File: src/rtl/fft_twiddle_apply.sv
// Complex multiply of a sample stream by generator twiddles, 3-stage valid/ready pipeline
// with round-half-up and saturation; bypassed samples pass bit-exact without consuming a twiddle.
module fft_twiddle_apply #(
    parameter int SET        = 3,
    parameter int DATA_WIDTH = 16,
    parameter int TW_WIDTH   = 16,
    parameter int TW_FRAC    = 14
) (
    input  logic                         clk,
    input  logic                         rst,
    input  logic                         in_valid,
    output logic                         in_ready,
    input  logic                         in_bypass,
    input  logic signed [DATA_WIDTH-1:0] in_r,
    input  logic signed [DATA_WIDTH-1:0] in_i,
    input  logic signed [TW_WIDTH-1:0]   tw_r,
    input  logic signed [TW_WIDTH-1:0]   tw_i,
    output logic                         tw_pop,
    output logic                         out_valid,
    input  logic                         out_ready,
    output logic signed [DATA_WIDTH-1:0] out_r,
    output logic signed [DATA_WIDTH-1:0] out_i,
    output logic                         out_tw_last
);

    localparam int CW = (SET > 1) ? SET - 1 : 1;
    localparam logic [CW-1:0] TW_LAST = CW'((2 ** (SET - 1)) - 1);
    localparam int PW = DATA_WIDTH + TW_WIDTH;
    localparam int SW = PW + 2;
    localparam logic signed [SW-1:0] RND_HALF = SW'(2 ** (TW_FRAC - 1));
    localparam logic signed [SW-1:0] SAT_MAX  = {{(SW - DATA_WIDTH + 1){1'b0}}, {(DATA_WIDTH - 1){1'b1}}};
    localparam logic signed [SW-1:0] SAT_MIN  = ~SAT_MAX;

    logic adv;
    logic accept;

    logic [CW-1:0] tw_cnt_reg;

    logic                         s1_valid_reg;
    logic                         s1_bypass_reg;
    logic                         s1_last_reg;
    logic signed [DATA_WIDTH-1:0] s1_r_reg;
    logic signed [DATA_WIDTH-1:0] s1_i_reg;
    logic signed [TW_WIDTH-1:0]   s1_tw_r_reg;
    logic signed [TW_WIDTH-1:0]   s1_tw_i_reg;

    logic                         s2_valid_reg;
    logic                         s2_bypass_reg;
    logic                         s2_last_reg;
    logic signed [DATA_WIDTH-1:0] s2_d_reg [2];
    logic signed [PW-1:0]         s2_rr_reg;
    logic signed [PW-1:0]         s2_ii_reg;
    logic signed [PW-1:0]         s2_ri_reg;
    logic signed [PW-1:0]         s2_ir_reg;

    logic                         s3_valid_reg;
    logic                         out_last_reg;
    logic signed [DATA_WIDTH-1:0] out_d_reg  [2];
    logic signed [DATA_WIDTH-1:0] out_d_next [2];
    logic signed [SW-1:0]         sum_w      [2];
    logic signed [DATA_WIDTH-1:0] sat_val    [2];

    // Whole pipeline moves together; only a full, stalled output stage blocks it.
    assign adv      = !s3_valid_reg || out_ready;
    assign in_ready = adv && !rst;
    assign accept   = in_valid && in_ready;
    assign tw_pop   = accept && !in_bypass;

    always_ff @(posedge clk) begin
        if (rst) begin
            tw_cnt_reg <= '0;
        end else if (tw_pop) begin
            tw_cnt_reg <= (tw_cnt_reg == TW_LAST) ? '0 : tw_cnt_reg + 1'b1;
        end
    end

    always_ff @(posedge clk) begin
        if (rst) begin
            s1_valid_reg  <= 1'b0;
            s1_bypass_reg <= 1'b0;
            s1_last_reg   <= 1'b0;
            s1_r_reg      <= '0;
            s1_i_reg      <= '0;
            s1_tw_r_reg   <= '0;
            s1_tw_i_reg   <= '0;
        end else if (adv) begin
            s1_valid_reg  <= accept;
            s1_bypass_reg <= in_bypass;
            s1_last_reg   <= (tw_cnt_reg == TW_LAST) && !in_bypass;
            s1_r_reg      <= in_r;
            s1_i_reg      <= in_i;
            s1_tw_r_reg   <= tw_r;
            s1_tw_i_reg   <= tw_i;
        end
    end

    always_ff @(posedge clk) begin
        if (rst) begin
            s2_valid_reg  <= 1'b0;
            s2_bypass_reg <= 1'b0;
            s2_last_reg   <= 1'b0;
            s2_d_reg[0]   <= '0;
            s2_d_reg[1]   <= '0;
            s2_rr_reg     <= '0;
            s2_ii_reg     <= '0;
            s2_ri_reg     <= '0;
            s2_ir_reg     <= '0;
        end else if (adv) begin
            s2_valid_reg  <= s1_valid_reg;
            s2_bypass_reg <= s1_bypass_reg;
            s2_last_reg   <= s1_last_reg;
            s2_d_reg[0]   <= s1_r_reg;
            s2_d_reg[1]   <= s1_i_reg;
            s2_rr_reg     <= PW'(s1_r_reg) * PW'(s1_tw_r_reg);
            s2_ii_reg     <= PW'(s1_i_reg) * PW'(s1_tw_i_reg);
            s2_ri_reg     <= PW'(s1_r_reg) * PW'(s1_tw_i_reg);
            s2_ir_reg     <= PW'(s1_i_reg) * PW'(s1_tw_r_reg);
        end
    end

    assign sum_w[0] = SW'(s2_rr_reg) - SW'(s2_ii_reg);
    assign sum_w[1] = SW'(s2_ri_reg) + SW'(s2_ir_reg);

    // Component 0 is the real part, 1 the imaginary part.
    generate
        for (genvar gi = 0; gi < 2; gi++) begin : g_comp
            logic signed [SW-1:0] rnd;
            assign rnd = (sum_w[gi] + RND_HALF) >>> TW_FRAC;
            assign sat_val[gi] = (rnd > SAT_MAX) ? SAT_MAX[DATA_WIDTH-1:0] :
                                 (rnd < SAT_MIN) ? SAT_MIN[DATA_WIDTH-1:0] :
                                                   rnd[DATA_WIDTH-1:0];
            assign out_d_next[gi] = s2_bypass_reg ? s2_d_reg[gi] : sat_val[gi];
        end
    endgenerate

    always_ff @(posedge clk) begin
        if (rst) begin
            s3_valid_reg <= 1'b0;
            out_last_reg <= 1'b0;
            out_d_reg[0] <= '0;
            out_d_reg[1] <= '0;
        end else if (adv) begin
            s3_valid_reg <= s2_valid_reg;
            out_last_reg <= s2_last_reg;
            out_d_reg[0] <= out_d_next[0];
            out_d_reg[1] <= out_d_next[1];
        end
    end

    assign out_valid   = s3_valid_reg;
    assign out_r       = out_d_reg[0];
    assign out_i       = out_d_reg[1];
    assign out_tw_last = out_last_reg;

endmodule

File: config.mk
export PLATFORM = sky130hd
export DESIGN_NAME = fft_twiddle_apply
export DESIGN_NICKNAME = d
export VERILOG_FILES = /design/src/rtl/fft_twiddle_apply.sv
export SDC_FILE = /design/constraint.sdc
export NUM_CORES = 2
export LEC_CHECK = 0
export CAP_MARGIN = 20
export CORE_AREA = 2 2 298 300
export DETAILED_ROUTE_END_ITERATION = 12
export DIE_AREA = 0 0 300 302
export MAX_ROUTING_LAYER = met4
export PLACE_DENSITY = 0.76
export SYNTH_ARGS = -nofsm -noshare
export SYNTH_HDL_FRONTEND = slang
export SYNTH_SLANG_ARGS = --single-unit
File: constraint.sdc
create_clock -name clk -period 9.1 [get_ports clk]
set_input_delay 1.82 -clock clk [delete_from_list [all_inputs] [get_ports clk]]
set_output_delay 1.82 -clock clk [all_outputs]
set_load 0.01 [all_outputs]
# Word-level counts from Yosys, hierarchy flattened
# Memories as Yosys holds them, arrays and structs flattened.
# Index checks and enable logic that the tools add are counted.
dict set report totals {
  out_inout_bits 36
  regBits 202
  ramBits 64
  memories 2
}
# memory depth width read_ports rd_ports_with_merged_regs wr line
set mem_list {}
lappend mem_list {out_d_reg 2 16 2 0 2 58} ;# logic signed [DATA_WIDTH-1:0] out_d_reg [2];
lappend mem_list {s2_d_reg 2 16 2 0 2 50} ;# logic signed [DATA_WIDTH-1:0] s2_d_reg [2];
dict set report classes {
  n_eq_ne 1
  reduce_logical 8
  n_lt_le_gt_ge 4
  bitwise_logic 4
  mux 16
  n_mul 4
  addsub 5
}
# operator n
set op_table {}
lappend op_table {{two-way mux 16 bit} 10}
lappend op_table {{multiplier 16 x 16 -> 32 bit} 4}
lappend op_table {{adder 33 x 15 -> 34 bit (second input constant)} 2}
lappend op_table {{> comparator 20 x 16 -> 1 bit (second input constant)} 2}
lappend op_table {{less-than comparator 20 x 16 -> 1 bit (second input constant)} 2}
lappend op_table {{adder 32 x 32 -> 33 bit} 1}
lappend op_table {{subtractor 32 x 32 -> 33 bit} 1}
lappend op_table {{two-way mux 1 bit} 5}
lappend op_table {{logical AND 1 bit} 4}
lappend op_table {{bitwise OR 1 bit} 4}
lappend op_table {{zero test 1 bit} 3}
lappend op_table {{adder 2 x 1 -> 2 bit (second input constant)} 1}
lappend op_table {{equality test 2 bit (second input constant)} 1}
lappend op_table {{two-way mux 2 bit} 1}
lappend op_table {{logical OR 1 bit} 1}

# Depth between registers and ports, before layout
dict set report depth {
  ltp_word 7
  ltp_mapped 27
  mapped_depth_nobuf 26
}

# Least setup slack after synthesis
# No wires, ideal clock.
dict set report synth_path {
  kind {reg2reg}
  start {register s1_r_reg[15]}
  end {register s2_rr_reg[31]}
  period_less_slack_ps 6542
  path_stages_with_launch 25
  n_path_buf 3
  t_arrival_ps 6408
  setup_ps 134
  path_slack_ps 2558
  path_cell_list {dfxtp_1 -> clkbuf_1 -> clkbuf_1 -> nand2_1 -> inv_1 -> fa_1 -> fa_1 -> fa_1 -> fa_1 -> fa_1 -> inv_1 -> fa_1 -> inv_1 -> ha_1 -> clkbuf_1 -> nand4_1 -> nor2_1 -> and3_1 -> a2111oi_0 -> a21oi_1 -> o2111ai_1 -> nand4b_1 -> a21oi_1 -> xnor2_1 -> o22ai_1}
}
dict set report synth_via {
  elab_chain_cells 1
}
# element line
set synth_lines {}
lappend synth_lines {{start: declaration} 42} ;# logic signed [DATA_WIDTH-1:0] s1_r_reg;
lappend synth_lines {{start signal: assignment} 90} ;# s1_r_reg <= in_r;
lappend synth_lines {{multiplier 16 x 16 -> 32 bit} 114} ;# s2_rr_reg <= PW'(s1_r_reg) * PW'(s1_tw_r_reg);
lappend synth_lines {{end signal: assignment} 114}
lappend synth_lines {{end: declaration} 51} ;# logic signed [PW-1:0] s2_rr_reg;
# No other way between the ends.
# A chain may end at the register's enable or synchronous reset.

# Final worst setup path
dict set report layout_path {
  start {register s1_tw_r_reg[2]}
  end {register s2_rr_reg[31]}
}
dict set report layout_via {
  elab_chain_cells 1
}
# element line
set layout_lines {}
lappend layout_lines {{start: declaration} 44} ;# logic signed [TW_WIDTH-1:0] s1_tw_r_reg;
lappend layout_lines {{start signal: assignment} 92} ;# s1_tw_r_reg <= tw_r;
lappend layout_lines {{multiplier 16 x 16 -> 32 bit} 114}
# No other way between the ends.

==> metrics.csv <==
metric;value;unit
worst-margin pin slew;1.246;ns
hold_buf cts;0;
Via Count;37750;
Core Box Area;87560;um^2
register area share after synthesis;11.64;%
Pwr per Cell Area;198.6;nW/um^2
share of cells above drive strength 1;3.507;%
worst-case reg-to-reg path depth;22;
max incr delay on CP;0.93;ns
commonest non-fill, non-tap cell in the layout;inv_1;
Die Ht;302;um
CTS tree;done;
clock skew after layout;0.02571;ns
drt wl/cell;20.25;um
endpoints failing hold;0;
Worst Path Max Fanout;18;
most frequent cells in the layout;1,237 x inv_1, 1,048 x fa_1, 632 x nand2_1;
Pleak;0.02799;uW
status;finished, final reports clean;
Comb pwr share;69.7;%
Clock Latency Late Sink;0.60;ns
worst hold path type;flip-flop to flip-flop;
Synth area leaders;fa_1 41%, ha_1 11%, inv_1 9.1%;
Clk network pwr share;14.4;%
Ys Warns;0;
hold depth;2;
worst endpoint required time;9.53;ns
max-cap viol count;0;
area post-placement;53460;um^2
Mapped Area;51240;um^2
Die Wd;300;um
fin crit share;86.03;%
postcts setup bufs;0;
synthesized net count;7074;
Final #Nets;7045;
first-pass GRT wire length;218700;um
setup violators final;0;
Net Switching;5428;uW
GR Overflow Total;0;
TritonCTS Buffers;37;
top_reg_cell synth;dfxtp_1;
Post-synth EDFFs;64;
Routed Antenna Nets;0;
switching share of total power;49.92;%
DRC Markers;0;
Final Max Tran Viols;0;
design area;54760;um^2
clk slew on worst S/H paths;0.06;ns
vias in the first global route;39990;
largest net degree at the start of global routing;81;
CP dominant cell by count;fa_1;
Detail Placement HPWL;107300;um
Hold EP;s2_ri_reg[7];
clk sink count;266;
first-iteration detailed-routing DRC count;2599;
Crit Reg-Reg Endpoint;s2_rr_reg[31];
Syn Area/Cell;9.309;um^2
CP max-delay cell;fa_1;
CP Capture Type;flip-flop;
post-synthesis register bit count;266;
Setup CP Type;flip-flop to flip-flop;
Worst Min Path Start;s2_ri_reg[7];
Initial Util;58.52;%
origin of the critical flop-to-flop path;s1_tw_r_reg[2];
Worst IR Drop VDD;177.9;uV
Longest Clk Path Bufs;3;
Max Clk Rate;127.7;MHz
fin crit period;7.829;ns
Syn Inst Count;5504;
post-cts sizing count;0;
Slew headroom;16.91;%
initial antenna violation count;3;
CP cell instances;buf_4 > nand2_1 > inv_1 > fa_1 > fa_1 > fa_1 > fa_1 > fa_1 > inv_1 > fa_1 > inv_1 > ha_1 > nand4_1 > nor2_1 > and3_1 > a2111oi_0 > a21oi_1 > o2111ai_1 > nand4b_1 > a21oi_1 > xnor2_1 > o22ai_1;
IO buf count;104;
r2r setup slk;1.27;ns
Setup TNS;0;ns
GR Util All Layers;32.28;%
WP data arrival;8.26;ns
Async SR Flop Fraction;0;%
first-pass iteration count of the detailed router;6;
Final Wtd Congestion;0.9885;
final core occ;62.55;%
Synth-to-Final Area Change;6.879;%
die area;90600;um^2
Flop pwr share;15.9;%
Worst setup SP type;flip-flop;
Internal;5446;uW
clk root buf;clkbuf_16;
post-synth top area cell;fa_1;
I/O pin cnt;105;
Synth top area share;40.95;%
FP Rows;109;
RSZ-0062 raised after global routing;false;
vias per std cell;5.660;
final WL;135000;um
H-tree Lvls;2;
Synth cell types;73;
synthesized netlist by cell type, types with 4 or more instances:
master / count
o211ai_1: 7
dfxtp_1: 202
a31o_2: 4
xor2_1: 55
a211oi_1: 20
nand2_1: 632
a21oi_1: 128
a221oi_1: 22
o2111ai_1: 5
a22o_1: 94
nand3_1: 38
or4_1: 4
o31ai_1: 10
nor2b_1: 8
o21ai_0: 126
nor4_1: 4
edfxtp_1: 64
or2_2: 7
and2_1: 525
clkbuf_1: 252
a2111oi_0: 4
inv_1: 1238
xnor2_1: 113
a31oi_1: 13
o21a_1: 13
nor2_1: 115
a32o_1: 7
or3_1: 8
and3_1: 11
o22ai_1: 28
o31a_1: 5
a21o_1: 90
nand4_1: 15
ha_1: 453
o21bai_1: 19
nand2b_1: 40
a221oi_2: 10
fa_1: 1048
nor3_1: 16
metrics by stage:
step | hold WS, ns | setup slack [ns] | total power, uW | instances
floorplan | 0.4203 | 2.558 | 7029 | 5504
detailed placement | 0.4519 | 1.387 | 9201 | 6601
finish | 0.4623 | 1.271 | 10870 | 6670
global route | 0.4847 | 0.7510 | 11830 | 6670
CTS | 0.4634 | 1.361 | 10810 | 6669
global placement | 0.4369 | 1.570 | 9005 | 6599
power groups by stage:
stage | Combinational (uW) | Sequential (uW) | Clock [uW]
final | 7580 | 1730 | 1560
after CTS | 7500 | 1730 | 1580
after detailed placement | 7450 | 1750 | 0
after floorplan | 5350 | 1680 | 0
after global routing | 8440 | 1760 | 1630
after global placement | 7260 | 1750 | 0
how the worst max path moves through the flow:
stage                         startpoint             to
after CTS                 s1_tw_r_reg[2]  s2_rr_reg[31]
after global placement    s1_tw_r_reg[2]  s2_rr_reg[31]
after floorplan             s1_r_reg[15]  s2_rr_reg[31]
after detailed placement  s1_tw_r_reg[2]  s2_rr_reg[31]
final                     s1_tw_r_reg[2]  s2_rr_reg[31]
after global routing      s1_tw_r_reg[2]  s2_rr_reg[31]
per-layer routing:
layer  global-route usage, %  routed length [um]
met2                   49.91               62040
met1                   42.04               54930
met4                   13.01                6559
met3                   6.313               11510
met5                       -                   0
final cells by class:
cell class | instances | area [um^2]
flip-flops and latches | 266 | 5974
multi-input cells | 3742 | 39660
fillers | 7418 | 32790
repair buffers | 188 | 1712
clock buffers | 41 | 972.2
diodes | 1 | 2.502
well taps | 1165 | 1458
inverters | 1240 | 4659
clock inverters | 27 | 325.3
critical path: cells and delay by family (launching register included):
family / cells / cell delay [ns]
and+or+nand+nor: 5 / 0.80
xor gates and xnor gates: 1 / 0.14
adders and majority gates: 7 / 3.90
AOI/OAI and AO/OA: 5 / 1.35
DFF: 1 / 0.86
buffers and inverters: 4 / 0.61
kinds of logic after synthesis:
family | Yosys count | synth area share [%]
XOR/XNOR | 168 | 2.872
AND/OR/NAND/NOR | 1434 | 13.80
flip-flops | 266 | 11.64
buffers and inverters | 1496 | 10.99
AO/OA/AOI/OAI | 639 | 8.686
adder cells (fa/ha/maj) | 1501 | 52.01
Note: power is estimated with default switching activity, not from simulation.
